## config.mk

```make
export PLATFORM = sky130hd
export DESIGN_NAME = srb_read_ctrl
export DESIGN_NICKNAME = d
export VERILOG_FILES = /design/src/rtl/srb_read_ctrl.sv
export SDC_FILE = /design/constraint.sdc
export NUM_CORES = 1
export LEC_CHECK = 0
export BUFFER_PORTS_ARGS = -buffer_cell sky130_fd_sc_hd__buf_2
export CELL_PAD_IN_SITES_DETAIL_PLACEMENT = 0
export CELL_PAD_IN_SITES_GLOBAL_PLACEMENT = 1
export CORE_ASPECT_RATIO = 1.25
export CORE_MARGIN = 2
export CORE_UTILIZATION = 40
export CTS_CLUSTER_SIZE = 10
export DETAILED_ROUTE_END_ITERATION = 10
export PLACE_DENSITY_LB_ADDON = 0.1
export SLEW_MARGIN = 5
export SYNTH_ARGS = -nofsm -noshare
export SYNTH_HDL_FRONTEND = slang
export SYNTH_SLANG_ARGS = --single-unit
```

## constraint.sdc

```tcl
create_clock -name CLK_IN -period 1.44 [get_ports CLK_IN]
set_input_delay 0.216 -clock CLK_IN [delete_from_list [all_inputs] [get_ports CLK_IN]]
set_output_delay 0.216 -clock CLK_IN [all_outputs]
set_load 0.1 [all_outputs]
```

## src/rtl/srb_read_ctrl.sv

```systemverilog
// srb_read_ctrl: reader for a parallel-in/serial-out input shift register
// (74HC165 class). Pulses LOAD_N, drives a divided shift clock, samples the
// synchronized serial line and publishes each frame as a parallel word with
// a one-cycle valid strobe and a change flag.
module srb_read_ctrl #(
  parameter int NBITS    = 16,
  parameter int HALF_DIV = 4,
  parameter int SYNC     = 2
) (
  input  logic             CLK_IN,
  input  logic             RST_N,
  input  logic             EN,
  input  logic             SR_IN,
  output logic             CLK_SR,
  output logic             LOAD_N,
  output logic [NBITS-1:0] DATA_OUT,
  output logic             DATA_VALID,
  output logic             CHANGED
);

  localparam int CNT_W = (NBITS > 1) ? $clog2(NBITS) : 1;
  localparam int DIV_W = (HALF_DIV > 1) ? $clog2(HALF_DIV) : 1;
  localparam logic [CNT_W-1:0] LAST_BIT = CNT_W'(NBITS - 1);
  localparam logic [DIV_W-1:0] DIV_LAST = DIV_W'(HALF_DIV - 1);

  typedef enum logic [2:0] {
    S_IDLE,
    S_LOAD,
    S_HOLD,
    S_SHIFT_LO,
    S_SHIFT_HI,
    S_UPDATE
  } state_t;

  state_t             state_reg, state_next;
  logic [DIV_W-1:0]   div_reg, div_next;
  logic [CNT_W-1:0]   cnt_reg, cnt_next;
  logic [SYNC-1:0]    sync_reg;
  logic [NBITS-1:0]   shreg_reg;
  logic [NBITS-1:0]   bit_sel;
  logic [NBITS-1:0]   data_out_reg, data_out_next;
  logic               first_reg, first_next;
  logic               valid_reg, valid_next;
  logic               changed_reg, changed_next;
  logic               clk_sr_reg, clk_sr_next;
  logic               load_n_reg, load_n_next;
  logic               sample_en;
  logic               sr_sync;

  assign sr_sync    = sync_reg[SYNC-1];
  assign CLK_SR     = clk_sr_reg;
  assign LOAD_N     = load_n_reg;
  assign DATA_OUT   = data_out_reg;
  assign DATA_VALID = valid_reg;
  assign CHANGED    = changed_reg;

  // One-hot write select: bit counter value k targets shreg[NBITS-1-k],
  // so the first bit shifted out (H) ends up in the MSB.
  genvar gi;
  generate
    for (gi = 0; gi < NBITS; gi++) begin : g_bit_sel
      assign bit_sel[gi] = (cnt_reg == CNT_W'(NBITS - 1 - gi));
    end
  endgenerate

  // Synchronizer chain for the asynchronous serial input.
  always_ff @(posedge CLK_IN) begin
    if (!RST_N) begin
      sync_reg <= '0;
    end else begin
      sync_reg <= {sync_reg[SYNC-2:0], SR_IN};
    end
  end

  // Assembly register: captures one synchronized bit at the end of each low phase.
  always_ff @(posedge CLK_IN) begin
    if (!RST_N) begin
      shreg_reg <= '0;
    end else if (sample_en) begin
      shreg_reg <= (shreg_reg & ~bit_sel) | ({NBITS{sr_sync}} & bit_sel);
    end
  end

  // State, counters and registered outputs.
  always_ff @(posedge CLK_IN) begin
    if (!RST_N) begin
      state_reg    <= S_IDLE;
      div_reg      <= '0;
      cnt_reg      <= '0;
      first_reg    <= 1'b1;
      data_out_reg <= '0;
      valid_reg    <= 1'b0;
      changed_reg  <= 1'b0;
      clk_sr_reg   <= 1'b0;
      load_n_reg   <= 1'b1;
    end else begin
      state_reg    <= state_next;
      div_reg      <= div_next;
      cnt_reg      <= cnt_next;
      first_reg    <= first_next;
      data_out_reg <= data_out_next;
      valid_reg    <= valid_next;
      changed_reg  <= changed_next;
      clk_sr_reg   <= clk_sr_next;
      load_n_reg   <= load_n_next;
    end
  end

  // Next-state logic; pin levels follow the state being entered so they line up with it.
  always_comb begin
    state_next    = state_reg;
    div_next      = div_reg;
    cnt_next      = cnt_reg;
    first_next    = first_reg;
    data_out_next = data_out_reg;
    valid_next    = 1'b0;
    changed_next  = 1'b0;
    sample_en     = 1'b0;

    case (state_reg)
      S_IDLE: begin
        div_next = '0;
        if (EN) begin
          state_next = S_LOAD;
        end
      end
      S_LOAD: begin
        if (div_reg == DIV_LAST) begin
          div_next   = '0;
          state_next = S_HOLD;
        end else begin
          div_next = div_reg + DIV_W'(1);
        end
      end
      S_HOLD: begin
        if (div_reg == DIV_LAST) begin
          div_next   = '0;
          state_next = S_SHIFT_LO;
        end else begin
          div_next = div_reg + DIV_W'(1);
        end
      end
      S_SHIFT_LO: begin
        if (div_reg == DIV_LAST) begin
          div_next  = '0;
          sample_en = 1'b1;
          // No trailing shift edge after the final sample.
          if (cnt_reg == LAST_BIT) begin
            state_next = S_UPDATE;
          end else begin
            state_next = S_SHIFT_HI;
          end
        end else begin
          div_next = div_reg + DIV_W'(1);
        end
      end
      S_SHIFT_HI: begin
        if (div_reg == DIV_LAST) begin
          div_next   = '0;
          cnt_next   = cnt_reg + CNT_W'(1);
          state_next = S_SHIFT_LO;
        end else begin
          div_next = div_reg + DIV_W'(1);
        end
      end
      S_UPDATE: begin
        div_next      = '0;
        cnt_next      = '0;
        data_out_next = shreg_reg;
        valid_next    = 1'b1;
        // The first frame after reset always reports a change, even if it is all zeros.
        changed_next  = (shreg_reg != data_out_reg) || first_reg;
        first_next    = 1'b0;
        state_next    = EN ? S_LOAD : S_IDLE;
      end
      default: begin
        state_next = S_IDLE;
        div_next   = '0;
        cnt_next   = '0;
      end
    endcase

    clk_sr_next = (state_next == S_SHIFT_HI);
    load_n_next = (state_next != S_LOAD);
  end

endmodule

```

==> flow_metrics.py <==
metrics = {
    "yosys": {
        "seq_area_frac_synth": 0.424,
        "synth_compound_area_frac": 0.0938,
        "synth-xor-area-share": 0.0656,
        "yosys.area_share.simple": 0.253,
        "syn_area_um2": 2270,
        "syn_inst": 246,
        "synth_seq_cells": 48,
        "yosysMostFrequentCell": "dfxtp_1",
        "synth_top_area_cell": "dfxtp_1",
        "synthMuxAreaShare": 0.0888,
        "yosys.cell_types.count": 41,
        "yosys_warnings": 0,
        "syn_area_per_cell_um2": 9.22,
        "synth_edf_count": 0,
        "synthTopCellsByArea": "dfxtp_1 42%, mux2i_1 8.4%, nor2b_1 6.6%, xor2_1 6.2%, nand2_1 5.8%",
        "async_flop_share": 0,
        "yosys.area.top_type_share": 0.424,
        "syn-num-nets": 255,
        "synth_top_family_by_area": "simple AND/OR/NAND/NOR gates",
        "synth_commonest_cells": "48 x dfxtp_1, 35 x nand2_1, 24 x nor2b_1, 19 x mux2i_1, 17 x nand3_1",
        "dominantRegCellSynth": "dfxtp_1",
        "synthAdderAreaFrac": 0.0276,
    },
    "clock_tree": {
        "cts.root.buffer_cell": "clkbuf_8",
        "clk_pin_slew_ps": 90,
        "clock_path_buffers": 2,
        "cts_tree": "yes",
        "htree_levels": 2,
        "cts_buffers": 5,
        "cts.sinks": 48,
        "clock_latency_ps": 300,
    },
    "sta": {
        "slew_headroom": 0.677,
        "fin_crit_sh": 0.999,
        "fin_crit_ps": 1440,
        "hold_viol": 0,
        "tightest_slew_ps": 488,
        "fmax_ghz": 0.695,
        "grt_setup_unrepaired": "true",
        "slew_violations": 0,
        "skew_ps": 12.6,
        "holdWs_ps": 118,
        "final-setup-viol-count": 0,
    },
    "critical_path": {
        "path_max_fanout": 6,
        "reg2reg_from": "div_reg[0]",
        "r2r_cells": 6,
        "worstPathArrival_ps": 1640,
        "worstSetupEndpointType": "register",
        "reg2reg_to": "state_reg[0]",
        "rrSetupSlack_ps": 1,
        "startpoint": "div_reg[0]",
        "path_class": "reg2reg",
        "endpoint": "state_reg[0]",
        "startpoint_type": "register",
        "crit_required_ps": 1640,
    },
    "cells_and_area": {
        "fill_cells": 528,
        "layout-drive-gt1-share": 0.266,
        "diodes": 0,
        "regArea_um2": 1010,
        "syn2layout_area_growth_pct": 20.2,
        "multi_input_area_um2": 1230,
        "final_cells": 342,
        "nets": 286,
    },
    "routing": {
        "route.detailed.wl_per_inst_um": 13.6,
        "drt_iter0_markers": 69,
        "dr.pass1.iters": 4,
        "wl_um": 4640,
        "ant_nets": 0,
        "vias": 1683,
        "vias_per_cell": 4.92,
        "drc": 0,
    },
    "pwr": {
        "power_leakage_nw": 1.28,
        "vdd_drop_max_uv": 384,
        "power.density_nw_per_um2": 930,
    },
    "die": {
        "coreArea_um2": 5440,
        "pin_count": 24,
        "dieHeight_um": 88.2,
        "fp.dieW_um": 71.4,
        "rows": 30,
        "die-area_um2": 6290,
        "initial_core_util": 0.417,
    },
    "placement": {
        "place_hpwl_um": 3280,
        "placed_cells": 333,
        "io_buffers": 23,
        "place_congestion": 0.745,
    },
    "outcome": {
        "outcome": "finished clean",
    },
    "flow_run": {
        "drv_cap": 0,
    },
    "hold_path": {
        "hp-class": "in2reg",
    },
    "grt": {
        "grt_first_pass_wirelength_um": 8010,
        "grt_max_degree": 39,
        "gr-total-overflow": 0,
        "use_met2": 0.282,
        "grt_pass1_vias": 1644,
        "antenna_found_initial": 0,
        "globalRouteMet3Util": 0.0345,
        "grt.total_usage": 0.163,
        "busiest_layer": "met2",
        "use_met1": 0.203,
    },
}
[worst min-delay path by stage]
| stage | slack [ps] | start | end | cells after the start |
|---|---|---|---|---|
| final | 120 | SR_IN | sync_reg[0] | 2 |
| after global routing | 110 | SR_IN | sync_reg[0] | 2 |
| after floorplan | 340 | SR_IN | sync_reg[0] | 1 |
| after CTS | 110 | SR_IN | sync_reg[0] | 2 |
| after detailed placement | 420 | sync_reg[0] | sync_reg[1] | 1 |
| after global placement | 410 | div_reg[0] | div_reg[0] | 1 |
[critical path, cell delays in order (launching register included)]
cell	delay [ps]
dfxtp_2	340
ha_4	150
buf_6	120
mux2_4	250
mux2i_1	130
o211ai_1	180
and2_1	170
[cell type report]
cell class	count	area share
clock buffers	6	0.0344
clock inverters	2	0.0142
inverters	4	0.00550
multi-input cells	179	0.450
flip-flops and latches	48	0.369
well taps	64	0.0294
repair buffers	39	0.0982
[cell usage in the layout, fill, tap and decap left out, types with 2 or more instances in the layout]
cell type and count:
nor2_1 4, inv_1 3, nand4_1 3, dfxtp_4 9
and2_1 7, nand2_1 35, clkbuf_8 5, nor4_1 3
dfxtp_2 9, and3_1 2, nand3_1 17, buf_2 23
buf_12 2, o21ai_1 2, ha_1 4, nor2b_1 23
and2b_1 2, a211oi_1 2, buf_4 12, a21boi_1 16
a21oi_1 2, xor2_1 16, buf_6 2, mux2i_1 19
dfxtp_1 30
[through the flow]
stage                     worst slack [ps]  TNS (ps)  instance area, um^2  power (W)   util
after floorplan                       24.6         0                 2310    0.00143      -
after global placement                -147     -1870                 2550    0.00146  0.469
after detailed placement              -173     -2110                 2550    0.00146  0.469
after CTS                             12.9         0                 2720    0.00258  0.500
after global routing                 -59.8      -441                 2730    0.00263  0.501
final                                 1.03         0                 2730    0.00254  0.501
[logic make-up (layout without fill, tap and decap cells)]
| group | count (synthesis) | after routing |
|---|---|---|
| AOI/OAI and AO/OA | 30 | 30 |
| xor gates and xnor gates | 17 | 17 |
| adders and majority gates | 5 | 5 |
| muxes | 20 | 20 |
| DFF | 48 | 48 |
| buffers and inverters | 19 | 51 |
| and+or+nand+nor | 107 | 107 |
[where the power goes]
group          internal (W)  leakage [nW]  switching (W)  total (W)
registers           0.00132         0.400     0.00000392    0.00132
clock network      0.000630        0.0669       0.000481    0.00111
logic             0.0000429         0.812      0.0000609   0.000104
[routing by layer]
layer / vias up / part of all wire
met3: 5 / 0.023
met1: 769 / 0.48
li1: 890 / -
met4: 0 / 0.014
met2: 19 / 0.49
met5: - / 0
[timing repair]
action | 4_1_cts | 5_1_grt
setup endpoints to repair | 18 | 17
endpoints found under the hold margin | 0 | 0
pin swaps | 3 | 0
hold buffers | 0 | 0
gates resized for setup | 7 | 4
setup buffers | 2 | 0
(Power assumes the default switching activity.)
